===== src/rtl/regfile_rsp_pkg.sv =====
// Shared constants, state encoding and the read-selection helper for the
// decode-stage register-read responder.
//
// Contents:
//   DW / AW / NREG      data width, address width, register count
//   rf_state_e          scrub sequencer states (RF_CLEAR, RF_READY)
//   read_rule()         value returned by a read port for a given request
package regfile_rsp_pkg;

  localparam int DW   = 32;
  localparam int AW   = 5;
  localparam int NREG = 32;

  localparam logic          RST_ENABLE   = 1'b1;
  localparam logic          WRITE_ENABLE = 1'b1;
  localparam logic          READ_ENABLE  = 1'b1;
  localparam logic [DW-1:0] ZERO_WORD    = 32'h0000_0000;
  localparam logic [AW-1:0] NOP_REG_ADDR = 5'd0;
  localparam logic [AW-1:0] FIRST_SCRUB  = 5'd1;
  localparam logic [AW-1:0] LAST_REG     = 5'd31;

  typedef enum logic {
    RF_CLEAR = 1'b0,
    RF_READY = 1'b1
  } rf_state_e;

  // Read value for one port, highest priority first: reset/disabled/r0 give
  // zero, the file gives zero while it is still being scrubbed, a same-cycle
  // write to the same register is forwarded, otherwise the stored word.
  function automatic logic [DW-1:0] read_rule(
    input logic          rst_s,
    input logic          en_s,
    input logic [AW-1:0] addr_s,
    input logic          ready_s,
    input logic          we_s,
    input logic [AW-1:0] waddr_s,
    input logic [DW-1:0] wdata_s,
    input logic [DW-1:0] word_s
  );
    logic [DW-1:0] val_s;
    if (rst_s == RST_ENABLE || en_s != READ_ENABLE || addr_s == NOP_REG_ADDR) begin
      val_s = ZERO_WORD;
    end else if (!ready_s) begin
      val_s = ZERO_WORD;
    end else if (we_s == WRITE_ENABLE && waddr_s == addr_s) begin
      val_s = wdata_s;
    end else begin
      val_s = word_s;
    end
    return val_s;
  endfunction

endpackage


===== src/rtl/regfile_rsp_if.sv =====
// Decode / write-back / debug bundle of the register file responder.
//
// Modports:
//   master  decode + write-back + debug requester (drives requests)
//   slave   register file (drives read data, status and debug response)
interface regfile_rsp_if;
  import regfile_rsp_pkg::*;

  logic          we;
  logic [AW-1:0] waddr;
  logic [DW-1:0] wdata;
  logic          re1;
  logic [AW-1:0] raddr1;
  logic [DW-1:0] rdata1;
  logic          re2;
  logic [AW-1:0] raddr2;
  logic [DW-1:0] rdata2;
  logic          ready_o;
  logic          err_o;
  logic          dbg_re;
  logic [AW-1:0] dbg_addr;
  logic [DW-1:0] dbg_data;
  logic          dbg_valid;

  modport master (
    output we, waddr, wdata, re1, raddr1, re2, raddr2, dbg_re, dbg_addr,
    input  rdata1, rdata2, ready_o, err_o, dbg_data, dbg_valid
  );

  modport slave (
    input  we, waddr, wdata, re1, raddr1, re2, raddr2, dbg_re, dbg_addr,
    output rdata1, rdata2, ready_o, err_o, dbg_data, dbg_valid
  );

endinterface


===== src/rtl/regfile_rsp_scrub_fsm.sv =====
// Post-reset scrub sequencer: walks r1..r31 writing zero, one register per
// clock, then reports the file usable.
//
// Ports:
//   clk         clock
//   rst         asynchronous active-high reset; restarts the scrub at r1
//   ready_o     1 once r31 has been written
//   scrub_we    array write request from the sequencer (1 while clearing)
//   scrub_addr  register being cleared this cycle
module regfile_scrub_fsm
  import regfile_rsp_pkg::*;
(
  input  logic          clk,
  input  logic          rst,
  output logic          ready_o,
  output logic          scrub_we,
  output logic [AW-1:0] scrub_addr
);

  rf_state_e     state_r;
  rf_state_e     state_nxt_s;
  logic [AW-1:0] ptr_r;
  logic [AW-1:0] ptr_nxt_s;

  // State and scrub pointer registers.
  always_ff @(posedge clk or posedge rst) begin
    if (rst) begin
      state_r <= RF_CLEAR;
      ptr_r   <= FIRST_SCRUB;
    end else begin
      state_r <= state_nxt_s;
      ptr_r   <= ptr_nxt_s;
    end
  end

  // Next-state: advance through the file; the edge clearing r31 ends the
  // scrub and the pointer is held there so it never wraps.
  always_comb begin
    state_nxt_s = state_r;
    ptr_nxt_s   = ptr_r;
    case (state_r)
      RF_CLEAR: begin
        if (ptr_r == LAST_REG) begin
          state_nxt_s = RF_READY;
          ptr_nxt_s   = ptr_r;
        end else begin
          state_nxt_s = RF_CLEAR;
          ptr_nxt_s   = ptr_r + 5'd1;
        end
      end
      RF_READY: begin
        state_nxt_s = RF_READY;
        ptr_nxt_s   = ptr_r;
      end
      default: begin
        state_nxt_s = RF_CLEAR;
        ptr_nxt_s   = FIRST_SCRUB;
      end
    endcase
  end

  assign ready_o    = (state_r == RF_READY);
  assign scrub_we   = (state_r == RF_CLEAR);
  assign scrub_addr = ptr_r;

endmodule


===== src/rtl/regfile_rsp.sv =====
// Register-read responder: 32x32 GPR file with two combinational read ports
// (write-through bypass), one write-back port, a post-reset scrub, a sticky
// error for writes during the scrub and a registered debug read port.
//
// Ports:
//   clk   clock, all state updates on the rising edge
//   rst   asynchronous active-high reset (array contents are not reset)
//   bus   regfile_rsp_if.slave: we/waddr/wdata, re1/raddr1/rdata1,
//         re2/raddr2/rdata2, ready_o, err_o, dbg_re/dbg_addr/dbg_data/dbg_valid
module regfile_rsp
  import regfile_rsp_pkg::*;
(
  input  logic          clk,
  input  logic          rst,
  regfile_rsp_if.slave  bus
);

  logic [DW-1:0] mem_r [NREG];
  logic          ready_s;
  logic          scrub_we_s;
  logic [AW-1:0] scrub_addr_s;
  logic          err_r;
  logic [DW-1:0] dbg_data_r;
  logic          dbg_valid_r;
  logic [DW-1:0] rdata1_s;
  logic [DW-1:0] rdata2_s;
  logic [DW-1:0] dbg_rd_s;

  regfile_scrub_fsm u_scrub (
    .clk        (clk),
    .rst        (rst),
    .ready_o    (ready_s),
    .scrub_we   (scrub_we_s),
    .scrub_addr (scrub_addr_s)
  );

  // Array write mux: scrub owns the array while clearing, so external writes
  // in that window are simply dropped. r0 is never stored.
  always_ff @(posedge clk) begin
    if (scrub_we_s) begin
      mem_r[scrub_addr_s] <= ZERO_WORD;
    end else if (bus.we == WRITE_ENABLE && bus.waddr != NOP_REG_ADDR) begin
      mem_r[bus.waddr] <= bus.wdata;
    end
  end

  // Sticky error: any write request seen before the file is ready.
  always_ff @(posedge clk or posedge rst) begin
    if (rst) begin
      err_r <= 1'b0;
    end else if (bus.we == WRITE_ENABLE && !ready_s) begin
      err_r <= 1'b1;
    end else begin
      err_r <= err_r;
    end
  end

  // Read selection for both decode ports and the debug port.
  always_comb begin
    rdata1_s = read_rule(rst, bus.re1, bus.raddr1, ready_s, bus.we,
                         bus.waddr, bus.wdata, mem_r[bus.raddr1]);
    rdata2_s = read_rule(rst, bus.re2, bus.raddr2, ready_s, bus.we,
                         bus.waddr, bus.wdata, mem_r[bus.raddr2]);
    dbg_rd_s = read_rule(rst, READ_ENABLE, bus.dbg_addr, ready_s, bus.we,
                         bus.waddr, bus.wdata, mem_r[bus.dbg_addr]);
  end

  // Debug response register: capture on request, valid for one cycle,
  // data holds between requests.
  always_ff @(posedge clk or posedge rst) begin
    if (rst) begin
      dbg_data_r  <= ZERO_WORD;
      dbg_valid_r <= 1'b0;
    end else if (bus.dbg_re) begin
      dbg_data_r  <= dbg_rd_s;
      dbg_valid_r <= 1'b1;
    end else begin
      dbg_data_r  <= dbg_data_r;
      dbg_valid_r <= 1'b0;
    end
  end

  assign bus.rdata1    = rdata1_s;
  assign bus.rdata2    = rdata2_s;
  assign bus.ready_o   = ready_s;
  assign bus.err_o     = err_r;
  assign bus.dbg_data  = dbg_data_r;
  assign bus.dbg_valid = dbg_valid_r;

endmodule


===== src/flat_wrapper.sv =====
// flat-port wrapper written by rule: the top's interface ports become plain ports
module regfile_rsp_flat import regfile_rsp_pkg::*;
  (clk, rst, bus_we, bus_waddr, bus_wdata, bus_re1, bus_raddr1, bus_re2, bus_raddr2, bus_dbg_re, bus_dbg_addr, bus_rdata1, bus_rdata2, bus_ready_o, bus_err_o, bus_dbg_data, bus_dbg_valid);
  regfile_rsp_if bus_i ();
  input  logic clk;
  input  logic rst;
  input wire logic [$bits(bus_i.we)-1:0] bus_we;
  input wire logic [$bits(bus_i.waddr)-1:0] bus_waddr;
  input wire logic [$bits(bus_i.wdata)-1:0] bus_wdata;
  input wire logic [$bits(bus_i.re1)-1:0] bus_re1;
  input wire logic [$bits(bus_i.raddr1)-1:0] bus_raddr1;
  input wire logic [$bits(bus_i.re2)-1:0] bus_re2;
  input wire logic [$bits(bus_i.raddr2)-1:0] bus_raddr2;
  input wire logic [$bits(bus_i.dbg_re)-1:0] bus_dbg_re;
  input wire logic [$bits(bus_i.dbg_addr)-1:0] bus_dbg_addr;
  output wire logic [$bits(bus_i.rdata1)-1:0] bus_rdata1;
  output wire logic [$bits(bus_i.rdata2)-1:0] bus_rdata2;
  output wire logic [$bits(bus_i.ready_o)-1:0] bus_ready_o;
  output wire logic [$bits(bus_i.err_o)-1:0] bus_err_o;
  output wire logic [$bits(bus_i.dbg_data)-1:0] bus_dbg_data;
  output wire logic [$bits(bus_i.dbg_valid)-1:0] bus_dbg_valid;
  assign bus_i.we = bus_we;
  assign bus_i.waddr = bus_waddr;
  assign bus_i.wdata = bus_wdata;
  assign bus_i.re1 = bus_re1;
  assign bus_i.raddr1 = bus_raddr1;
  assign bus_i.re2 = bus_re2;
  assign bus_i.raddr2 = bus_raddr2;
  assign bus_i.dbg_re = bus_dbg_re;
  assign bus_i.dbg_addr = bus_dbg_addr;
  assign bus_rdata1 = bus_i.rdata1;
  assign bus_rdata2 = bus_i.rdata2;
  assign bus_ready_o = bus_i.ready_o;
  assign bus_err_o = bus_i.err_o;
  assign bus_dbg_data = bus_i.dbg_data;
  assign bus_dbg_valid = bus_i.dbg_valid;
  regfile_rsp u_core (.clk(clk), .rst(rst), .bus(bus_i));
endmodule

===== config.mk =====
export PLATFORM = sky130hd
export DESIGN_NAME = regfile_rsp_flat
export DESIGN_NICKNAME = d
export VERILOG_FILES = /design/src/rtl/regfile_rsp_pkg.sv /design/src/rtl/regfile_rsp_if.sv /design/src/rtl/regfile_rsp_scrub_fsm.sv /design/src/rtl/regfile_rsp.sv /design/src/flat_wrapper.sv
export SDC_FILE = /design/constraint.sdc
export NUM_CORES = 2
export LEC_CHECK = 0
export BUFFER_PORTS_ARGS = -buffer_cell sky130_fd_sc_hd__buf_2
export CORE_MARGIN = 2
export CORE_UTILIZATION = 50
export CTS_BUF_LIST = sky130_fd_sc_hd__clkbuf_4 sky130_fd_sc_hd__clkbuf_8
export CTS_CLUSTER_SIZE = 10
export DETAILED_ROUTE_END_ITERATION = 12
export MAX_ROUTING_LAYER = met4
export PLACE_DENSITY = 0.69
export SYNTH_ARGS = -nofsm -noshare
export SYNTH_HDL_FRONTEND = slang
export SYNTH_SLANG_ARGS = --single-unit
export TNS_END_PERCENT = 1

===== constraint.sdc =====
create_clock -name clk -period 3.3 [get_ports clk]
set_input_delay 0.825 -clock clk [delete_from_list [all_inputs] [get_ports clk]]
set_output_delay 0.825 -clock clk [all_outputs]
set_load 0.01 [all_outputs]

* Yosys cells after proc, flatten, opt, wreduce, memory -nomap -nowiden *
Memory sizes are Yosys's and may differ from the RTL's.
Cells that the tools add are included.

word-level totals
  register bits after elaboration = 40
  memory bits (writable) = 1024
  input bits = 58
  output and inout bits = 99
  logic and storage cells = 53
  memories kept = 1

memory list
  name          words  width  read ports  clocked after memory_dff  wr ports  RTL line           text
  u_core.mem_r  32     32     3           0                         1         regfile_rsp.sv:18  logic [DW-1:0] mem_r [NREG];

operators by class
  $add $sub $neg = 1
  equality and inequality tests = 5
  muxes and demuxes = 21
  bitwise gates (word level) = 3
  reduce and logical (&&, ||, !) cells = 17

operator list
  operator               number
  $mux W32               10
  $reduce_or A32 Y1      1
  $eq A5 B5 Y1           3
  $logic_not A5 Y1       3
  $mux W5                3
  $mux W1                7
  $add A5 B1 Y5 const B  1
  $eq A5 B5 Y1 const B   1
  $logic_and A1 B1 Y1    5
  $logic_or A1 B1 Y1     5
  $reduce_bool A5 Y1     1
  $not A1 Y1             3
  $ne A2 B2 Y1 const B   1
  $pmux W1 S2            1
  $reduce_and A2 Y1      1
  $logic_not A1 Y1       1

* Logic depth before layout (Yosys ltp) *
  word-level depth = 7
  mapped depth = 10

* Modules after synthesis *
Synthesis repeated with hierarchy kept, for this count alone.

second synthesis, totals
  cell total of the unflattened synthesis = 3523
  area, all modules = 59191.8 um2

modules (own cells, without submodules)
  module             times used  cells each  area each (um2)  sequential area each (um2)
  regfile_rsp        1           3503        58921.5          31600.3
  regfile_scrub_fsm  1           20          270.3            151.4

* Worst setup path after synthesis *
OpenSTA, ideal clock, no wires.

  path kind = in2reg
  from = input port bus_waddr[1]
  to = memory u_core.mem_r[27][0] (enable)
  data arrival time = 3631 ps
  setup slack = -753 ps
  stages on the path = 7
  path buffers = 2
  cells stage by stage = clkbuf_1 -> or3_1 -> o311a_1 -> mux2i_1 -> or2_2 -> buf_2 -> nor2_1

on the way
  word-level cells in the longest chain between the ends = 7

ends and longest elaborated chain
  element                                       RTL line           text
  from (decl)                                   flat_wrapper.sv:8  input wire logic [$bits(bus_i.waddr)-1:0] bus_waddr;
  $reduce_bool A5 Y1                            regfile_rsp.sv:42  end else if (bus.we == WRITE_ENABLE && bus.waddr != NOP_REG_ADDR) begin
  $logic_and A1 B1 Y1                           regfile_rsp.sv:42
  $mux W1                                       regfile_rsp.sv:42
  $mux W1                                       regfile_rsp.sv:40  if (scrub_we_s) begin
  $mux W1 (implied by the code)                 regfile_rsp.sv:43  mem_r[bus.waddr] <= bus.wdata;
  $reduce_or A32 Y1 (no line)                   --
  $mux W5 (no line) or $mux W1 (tied branches)  --
  to (decl)                                     regfile_rsp.sv:18

Parallel ways exist; a longest one is shown, timed or not.

==> reports/metrics.yaml <==
postRouteAntennaNets: 0
num_vias: 42300
worstMarginPinSlew_ns: 1.26
fin_crit_ns: 3.74
path_clk_slew_ns: 0.07
report.final.hold_viol_count: 0
core_region_area_um2: 116000
tns_ns: -18.77
routed_via_density: 7.52
grt_max_degree: 53
syn-cell-area_um2: 58100
ys_ff_latch: 1064
numCtsBuffers: 175
ys_warn_count: 0
root_buffer: "clkbuf_8"
critPathRequiredTime_ns: 2.47
worst_setup_path_start_kind: "flip-flop"
die_y_um: 345
fin_worst_skew_ns: 0.0405
clkLatencyLatePin_ns: 0.89
syn_to_final_growth_pct: 22.7
fin_cells: 5624
endpoint_kind: "output pin"
ys_seq_area_share_pct: 54.7
drt_iter0_markers: 7507
worst-path-stages: 6
finalPower_mw: 31.7
status: "finished, violations left"
final_nets: 3994
dp.cells: 5249
htree_levels: 4
hold_path_class: "input pin to asynchronous set/reset pin"
arrival_ns: 2.91
grt_pass1_wl_um: 305000
die_area_um2: 119000
final-setup-viol-count: 64
critPathKind: "flip-flop to output pin"
ios: 157
cpPeakStageDelay_ns: 0.49
synth_cell_types: 59
antenna_found_initial: 15
power.leakage_nw: 25.9
overflow: 0
grt.total_usage_pct: 37.8
first_pass_iters: 6
timing.fmax_mhz: 268
cts_tree: "built"
drv_slew: 0
nFillCells: 8215
avgSynthCellArea_um2: 17.2
path_max_fanout: 3
fin_crit_sh_pct: 113
synthCells: 3385
synthFlopType: "edfxtp_1"
gp_congestion: 0.987
peakVddDrop_mv: 0.359
crit_chain: "mux4_2 -> a22o_1 -> a21oi_2 -> nor3_1 -> a211o_1 -> buf_6"
initial_core_util_pct: 50.2
first_global_vias: 41800
rows: 125
wirelength_um: 217000
async_flop_share_pct: 3.76
layout_commonest_cell: "edfxtp_1"
cellPowerDensity_nw_per_um2: 444
drc: 0
seqCellArea_um2: 31800
drive_gt1_share_pct: 45.4
post_drt_wl_per_cell_um: 38.6
syn_nets: 3445
rsz0062_at_grt: "true"
ctsHoldBuffers: 0
rr_worst_depth: 6
clock_sinks: 1064
final_cell_mix: "1,024 x edfxtp_1, 668 x mux4_2, 306 x mux2i_1"
finalWorstSetupSlack_ns: -0.437
slowest_stage: "mux4_2"
maxCapViolCount: 0
io_buffer_count: 156
cp_top_family: "compound AO/OA/AOI/OAI gates"
die_w_um: 345
fin_util_pct: 61.6
multi_input_area_um2: 25700
path_buf_inv: 1
synth-edff-count: 1024
dp_hpwl_um: 142000
violations: "setup timing"
clockBufferDepth: 3
relSlewSlack_pct: 15.8
-- synth_stat cells (51+ instances only) --
cell,instances,area (um2)
edfxtp_1,1024,30700
mux4_2,668,15000
mux2i_1,307,3070
a22oi_1,146,1100
clkbuf_1,141,529
buf_2,120,601
o21ai_0,119,596
nor2_1,95,357
a221oi_1,91,797
o22ai_1,65,407
nand2b_1,57,357
nand2_1,51,191
-- power breakdown --
group / internal (mW) / total (mW) / switching [mW]
registers: 14.9 / 15.0 / 0.0689
logic: 1.84 / 4.31 / 2.48
clock network: 6.73 / 12.4 / 5.66
-- timing repair --
item                       CTS  global route
gates resized for setup    130            56
buffers inserted            18            10
hold endpoints to repair     0             0
cloned                       5             0
pin swaps                   29            18
setup endpoints to repair   64            64
-- path summary, 6_finish.rpt --
path / startpoint / endpoint / slack (ns)
setup / recovery: u_core.mem_r[7][30] / bus_rdata1[30] / -0.44
hold / removal: rst / u_core.bus.err_o / 0.15
setup reg to reg: u_core.u_scrub.ready_o / u_core.mem_r[11][2] / 0.82
hold reg to reg: u_core.bus.err_o / u_core.bus.err_o / 0.48
max in group asynchronous: rst / u_core.bus.dbg_data[20] / 2.30
min in group clk: bus_wdata[11] / u_core.bus.dbg_data[11] / 0.33
-- final cells by class --
class                      count  area share, %
sequential                  1064           44.6
multi-input combinational   1981           36.1
timing repair buffer         700           11.4
clock buffer                 231           4.08
tap                         1524           2.68
clock inverter                97           1.10
inverter                      12         0.0632
antenna                       15         0.0527
-- kinds of logic (layout without fill, tap and decap cells) --
group	count (synthesis)	count (layout)	share of synthesized area, %
flops	1064	1064	54.7
mux	981	981	31.3
compound gates	608	608	7.58
simple gates	372	372	3.27
buf+inv	340	1040	2.85
xor+xnor	18	18	0.271
fa+ha+maj	2	2	0.0431
other cells	0	15	0
-- metal layers --
layer,wire [um],part of all wire (%),GRT usage (%),vias to the layer above
li1,-,-,-,15900
met1,73800,34,49.5,21300
met5,0,0,-,-
met2,92800,43,51.6,4295
met4,10900,5.0,16.2,0
met3,39700,18,16.2,799
-- flip-flops by register name, summed over array words and instances (netlist names) --
signal and cells:
u_core.bus.dbg_data 32, u_core.mem_r 1024, u_core.bus.dbg_valid 1, u_core.u_scrub.ready_o 1, u_core.bus.err_o 1, u_core.u_scrub.scrub_addr 5
-- through the flow --
| stage | setup slack (ns) | hold slack (ns) | cell area, um2 |
|---|---|---|---|
| after floorplan | -0.259 | 0.513 | 58200 |
| after global placement | -0.843 | 0.463 | 66300 |
| after detailed placement | -0.806 | 0.463 | 66300 |
| after CTS | -0.391 | 0.104 | 70900 |
| after global routing | -0.461 | 0.160 | 71200 |
| final | -0.437 | 0.147 | 71300 |
No activity file was read; power rests on OpenSTA's default activity.
